**config.mk**
```make
export PLATFORM = sky130hd
export DESIGN_NAME = msrh_rn_map_restore
export DESIGN_NICKNAME = d
export VERILOG_FILES = /design/src/rtl/msrh_conf_pkg.sv /design/src/rtl/msrh_pkg.sv /design/src/rtl/msrh_rn_map_restore.sv
export SDC_FILE = /design/constraint.sdc
export NUM_CORES = 1
export LEC_CHECK = 0
export ABC_CLOCK_PERIOD_IN_PS = 2300
export CORE_AREA = 2 2 267 269
export DETAILED_ROUTE_END_ITERATION = 10
export DIE_AREA = 0 0 269 271
export PLACE_DENSITY_LB_ADDON = 0.08
export SETUP_SLACK_MARGIN = 0.02
export SLEW_MARGIN = 10
export SYNTH_ARGS = -nofsm -noshare
export SYNTH_HDL_FRONTEND = slang
export SYNTH_SLANG_ARGS = --single-unit
```
**constraint.sdc**
```tcl
create_clock -name i_clk -period 2.3 [get_ports i_clk]
set_input_delay 0.46 -clock i_clk [delete_from_list [all_inputs] [get_ports i_clk]]
set_output_delay 0.46 -clock i_clk [all_outputs]
set_load 0.005 [all_outputs]
```
**src/rtl/msrh_conf_pkg.sv**
```systemverilog
// rtl/msrh_conf_pkg.sv - core configuration constants
package msrh_conf_pkg;

   localparam int RV_BRU_ENTRY_SIZE = 16;

endpackage

```
**src/rtl/msrh_pkg.sv**
```systemverilog
// rtl/msrh_pkg.sv - shared types and the ROB/BRU age compare
package msrh_pkg;

   localparam int RNID_W      = 7;
   localparam int CMT_ID_W    = 7;
   localparam int BRTAG_W     = $clog2(msrh_conf_pkg::RV_BRU_ENTRY_SIZE);
   localparam int RN_ENTRIES  = 32;

   typedef logic [BRTAG_W-1:0]  brtag_t;
   typedef logic [RNID_W-1:0]   rnid_t;
   typedef logic [CMT_ID_W-1:0] cmt_id_t;

   typedef enum logic [1:0] {
      RN_RESTORE_IDLE  = 2'd0,
      RN_RESTORE_RD    = 2'd1,
      RN_RESTORE_APPLY = 2'd2
   } rn_restore_state_t;

   // The MSB is a wrap bit, so the low-bit ordering flips when the MSBs differ.
   function automatic logic id0_is_older(cmt_id_t a, cmt_id_t b);
      logic older;
      if (a[CMT_ID_W-1] == b[CMT_ID_W-1]) begin
         older = a[CMT_ID_W-2:0] < b[CMT_ID_W-2:0];
      end else begin
         older = a[CMT_ID_W-2:0] > b[CMT_ID_W-2:0];
      end
      return older;
   endfunction

endpackage

```
**src/rtl/msrh_rn_map_restore.sv**
```systemverilog
// rtl/msrh_rn_map_restore.sv - restores the speculative rename map on mispredict or commit flush
module msrh_rn_map_restore #(
   parameter int BRTAG_SIZE = msrh_conf_pkg::RV_BRU_ENTRY_SIZE,
   parameter int RNID_W     = msrh_pkg::RNID_W,
   parameter int CMT_ID_W   = msrh_pkg::CMT_ID_W
) (
   input  logic                             i_clk,
   input  logic                             i_reset_n,
   input  logic                             i_br_upd_valid,
   input  logic                             i_br_upd_mispred,
   input  logic [$clog2(BRTAG_SIZE)-1:0]    i_br_upd_brtag,
   input  logic [CMT_ID_W-1:0]              i_br_upd_cmt_id,
   output logic [$clog2(BRTAG_SIZE)-1:0]    o_snap_brtag,
   input  logic [31:0][RNID_W-1:0]          i_snap_rn_list,
   input  logic                             i_cmt_flush,
   input  logic [31:0][RNID_W-1:0]          i_cmt_rn_list,
   output logic                             o_restore_valid,
   output logic [31:0][RNID_W-1:0]          o_restore_rn_list,
   output logic                             o_disp_stall,
   output logic                             o_busy
);

   localparam int BRTAG_W = $clog2(BRTAG_SIZE);

   msrh_pkg::rn_restore_state_t state_q, state_d;
   logic [BRTAG_W-1:0]          brtag_q, brtag_d;
   logic [CMT_ID_W-1:0]         cmt_id_q, cmt_id_d;
   logic [31:0][RNID_W-1:0]     data_q, data_d;
   logic                        restore_valid_q, restore_valid_d;

   logic mispred;
   logic mispred_older;

   assign mispred       = i_br_upd_valid & i_br_upd_mispred;
   assign mispred_older = mispred & msrh_pkg::id0_is_older(i_br_upd_cmt_id, cmt_id_q);

   always_ff @(posedge i_clk or negedge i_reset_n) begin
      if (!i_reset_n) begin
         state_q         <= msrh_pkg::RN_RESTORE_IDLE;
         brtag_q         <= '0;
         cmt_id_q        <= '0;
         data_q          <= '0;
         restore_valid_q <= 1'b0;
      end else begin
         state_q         <= state_d;
         brtag_q         <= brtag_d;
         cmt_id_q        <= cmt_id_d;
         data_q          <= data_d;
         restore_valid_q <= restore_valid_d;
      end
   end

   // data_q doubles as the restore payload; restore_valid_q marks the cycle it is installed.
   always_comb begin
      state_d         = state_q;
      brtag_d         = brtag_q;
      cmt_id_d        = cmt_id_q;
      data_d          = data_q;
      restore_valid_d = 1'b0;
      if (i_cmt_flush) begin
         state_d         = msrh_pkg::RN_RESTORE_IDLE;
         data_d          = i_cmt_rn_list;
         restore_valid_d = 1'b1;
      end else begin
         case (state_q)
            msrh_pkg::RN_RESTORE_IDLE: begin
               if (mispred) begin
                  brtag_d  = i_br_upd_brtag;
                  cmt_id_d = i_br_upd_cmt_id;
                  state_d  = msrh_pkg::RN_RESTORE_RD;
               end
            end
            msrh_pkg::RN_RESTORE_RD: begin
               if (mispred_older) begin
                  brtag_d  = i_br_upd_brtag;
                  cmt_id_d = i_br_upd_cmt_id;
               end else begin
                  data_d          = i_snap_rn_list;
                  restore_valid_d = 1'b1;
                  state_d         = msrh_pkg::RN_RESTORE_APPLY;
               end
            end
            msrh_pkg::RN_RESTORE_APPLY: begin
               if (mispred_older) begin
                  brtag_d  = i_br_upd_brtag;
                  cmt_id_d = i_br_upd_cmt_id;
                  state_d  = msrh_pkg::RN_RESTORE_RD;
               end else begin
                  state_d = msrh_pkg::RN_RESTORE_IDLE;
               end
            end
            default: state_d = msrh_pkg::RN_RESTORE_IDLE;
         endcase
      end
   end

   assign o_snap_brtag      = brtag_q;
   assign o_restore_valid   = restore_valid_q;
   assign o_restore_rn_list = data_q;
   assign o_busy            = (state_q != msrh_pkg::RN_RESTORE_IDLE);
   // Flush restores land while IDLE, so the strobe itself also holds the stall.
   assign o_disp_stall      = o_busy | mispred | i_cmt_flush | restore_valid_q;

endmodule

```
==> flow_summary.toml <==
[global_routing]
gr-total-overflow = 0
grt_pass1_vias = 14280
grt_max_degree = 142
grt_pass1_wl_mm = 97.39
antenna_found_initial = 14
track_usage_pct = 17.73

[final_layout]
stdcell_count = 3009
most-common-layout-cells = "clkdlybuf4s50_1 (689), dfrtp_1 (238), inv_1 (233)"
area_growth_pct = 80.80
drive_gt1_share_pct = 18.77
final_common_cell = "clkdlybuf4s50_1"
nets = 2513
utilization_pct = 34.67

[yosys]
syn-cell-area_sq_mm = 0.01338
syn_avg_cell_area_sq_um = 9.848
yosysSeqAreaShare_pct = 44.50
yosysWarningCount = 0
syn_inst = 1359
synthDistinctLibCells = 30
synth_nets = 1834
synth_top_cell_by_area = "dfrtp_1"
ys_top_cells_by_area = "dfrtp_1 (45%), o311ai_2 (18%), nand4_1 (11%), inv_1 (6.6%), nand2_1 (6.4%)"
netlist.area_leader.share_pct = 44.50
synth_seq_cells = 238

[clock_network]
cts_buffers = 35
clkLatencyLatePin_ns = 0.54
clkSinkCount = 238
cts_tree = "built"
cts_max_path_buffers = 3
root_buffer = "clkbuf_16"
cts_max_level = 2
cts.reportedPaths.clkPinSlew_ns = 0.05

[detailed_routing]
drc = 0
vias = 13760
drtIter0Drc = 625
drtAntennaViolNets = 0
dr.pass1.iters = 4
vias_per_cell = 4.571
wl_per_cell_microns = 22.83
routed_wl_mm = 68.69

[die]
row_count = 97
io_pins = 695
die_area_sq_mm = 0.07290
core_sq_mm = 0.06979
die_y_microns = 271
die_width_microns = 269
start_util_pct = 19.18

[critical_path]
crit_type = "input pin to flop"
crit_path_cell_trace = "clkdlybuf4s50_1 > ha_4 > and4_4 > o21ai_2 > a311o_2 > and2_4 > buf_12 > buf_16 > o311ai_2"
cpPeakStageDelay_ns = 0.48
required_ns = 2.72
cp_top_family = "buffers and inverters"
end_kind = "flop"
cp_num_buf_inv = 3
worst_path_max_delay_cell = "clkdlybuf4s50_1"
cp_data_arrival_time_ns = 2.77
r2r-end = "o_restore_rn_list[158]"
r2r-start = "cmt_id_q[5]"
start_kind = "input pin"
cp_max_fo = 20
reg2reg_depth = 9
r2r_setup_slack_ns = -0.01

[sta]
whs_ns = 0.2690
rsz0062_at_grt = "yes"
finalClockSkew_ns = 0.01583
tightest_slew_ns = 0.9989
fin_setup_tns_ns = -0.7798
fmax_mhz = 426.4
period_needed_ns = 2.345
period_share_pct = 102.0
finalSetupViolCount = 64
fin_ws_ns = -0.04547
max_slew_margin_pct = 33.41
slew_violations = 0
hold_violations = 0

[run]
cap_viol_max_count = 0

[hold_path]
hold_start = "i_cmt_flush"
min_path_cells = 2
min_path_type = "input pin to flop"
min_to = "o_restore_rn_list[202]"

[placed_design]
dp_hpwl_mm = 48.22
port_buffers = 694
place_inst = 2925
finalWeightedCongestion = 0.8172

[pwr]
peakVddDrop_v = 0.0005165
power.total_uw = 23020
power.density_mw_per_mm2 = 951.4
power.leakage_uw = 0.009644

[run_status]
outcome = "complete, but fails checks"
failed_checks = "negative setup slack"
==> layer usage <==
layer,vias up,global-route usage (%),part of all wire (%)
li1,6331,-,-
met1,6889,20.96,39
met2,418,30.34,51
met3,103,5.279,7.2
met4,14,5.994,2.9
met5,-,0,0.14
==> stage by stage <==
stage | setup WS, ns | instance area [sq um]
2_1_floorplan | -0.02101 | 13460
3_3_place_gp | -0.6231 | 21850
3_5_place_dp | -0.6931 | 21850
4_1_cts | -0.06716 | 23230
5_1_grt | -0.09341 | 24200
6_report | -0.04547 | 24200
==> registers in the layout, summed over array words and instances, names as in the netlist <==
| name | flops |
|---|---|
| cmt_id_q | 7 |
| state_q | 2 |
| o_snap_brtag | 4 |
| o_restore_valid | 1 |
| o_restore_rn_list | 224 |
==> cell families (layout without fill, tap and decap cells) <==
| family | count (synthesis) | in the layout | share of synthesized area, % |
|---|---|---|---|
| and+or+nand+nor | 469 | 469 | 17.54 |
| xor gates and xnor gates | 1 | 1 | 0.06546 |
| DFF | 238 | 238 | 44.50 |
| other | 0 | 7 | 0 |
| adders and majority gates | 11 | 11 | 1.028 |
| buffers and inverters | 386 | 1089 | 11.85 |
| muxes | 13 | 13 | 1.075 |
| AOI/OAI and AO/OA | 241 | 241 | 23.93 |
==> Yosys cell counts (all sizes together) <==
| library cell | number |
|---|---|
| dfrtp | 238 |
| a211oi | 3 |
| nor2 | 5 |
| mux2 | 11 |
| nor4 | 1 |
| nor3 | 1 |
| or2 | 2 |
| nand3 | 2 |
| clkbuf | 122 |
| o21a | 2 |
| o21ai | 3 |
| a311o | 1 |
| buf | 28 |
| mux2i | 2 |
| xor2 | 1 |
| nor2b | 1 |
| nand2 | 229 |
| ha | 11 |
| o311ai | 225 |
| a21oi | 4 |
| and2 | 1 |
| a41oi | 1 |
| and4 | 1 |
| inv | 236 |
| o31ai | 2 |
| nand4 | 226 |
==> how the worst max path moves through the flow <==
stage                        from  depth (start not counted)                endpoint  slack [ns]
4_1_cts               cmt_id_q[5]                          9   o_restore_rn_list[13]       -0.07
3_5_place_dp   i_br_upd_cmt_id[2]                          9    o_restore_rn_list[5]       -0.69
3_3_place_gp   i_br_upd_cmt_id[3]                         10  o_restore_rn_list[213]       -0.62
6_report       i_br_upd_cmt_id[2]                          9  o_restore_rn_list[158]       -0.05
2_1_floorplan  i_br_upd_cmt_id[3]                         10         o_restore_valid       -0.02
5_1_grt               cmt_id_q[5]                          9  o_restore_rn_list[158]       -0.09
==> layout make-up <==
class	count	area, sq um
fill	7089	45590
timing repair buffer	792	8274
multi-input combinational	735	6731
sequential	238	5956
tap	940	1176
clock buffer	57	1101
inverter	236	890.9
clock inverter	4	48.80
antenna	7	17.52
==> power breakdown <==
part           switching, uW  internal [uW]
logic                   5510           5860
registers                731           5430
clock network           2130           3370
total                   8370          14700
==> what timing repair did <==
item                                   in CTS  in global routing
pin swaps                                   1                  3
gates resized for setup                    72                135
setup endpoints to repair                 171                237
gates cloned                                2                  7
endpoints found under the hold margin      23                  0
hold buffers                                1                  0
setup buffers                               5                  3
Note: power is estimated with default switching activity, not from simulation.
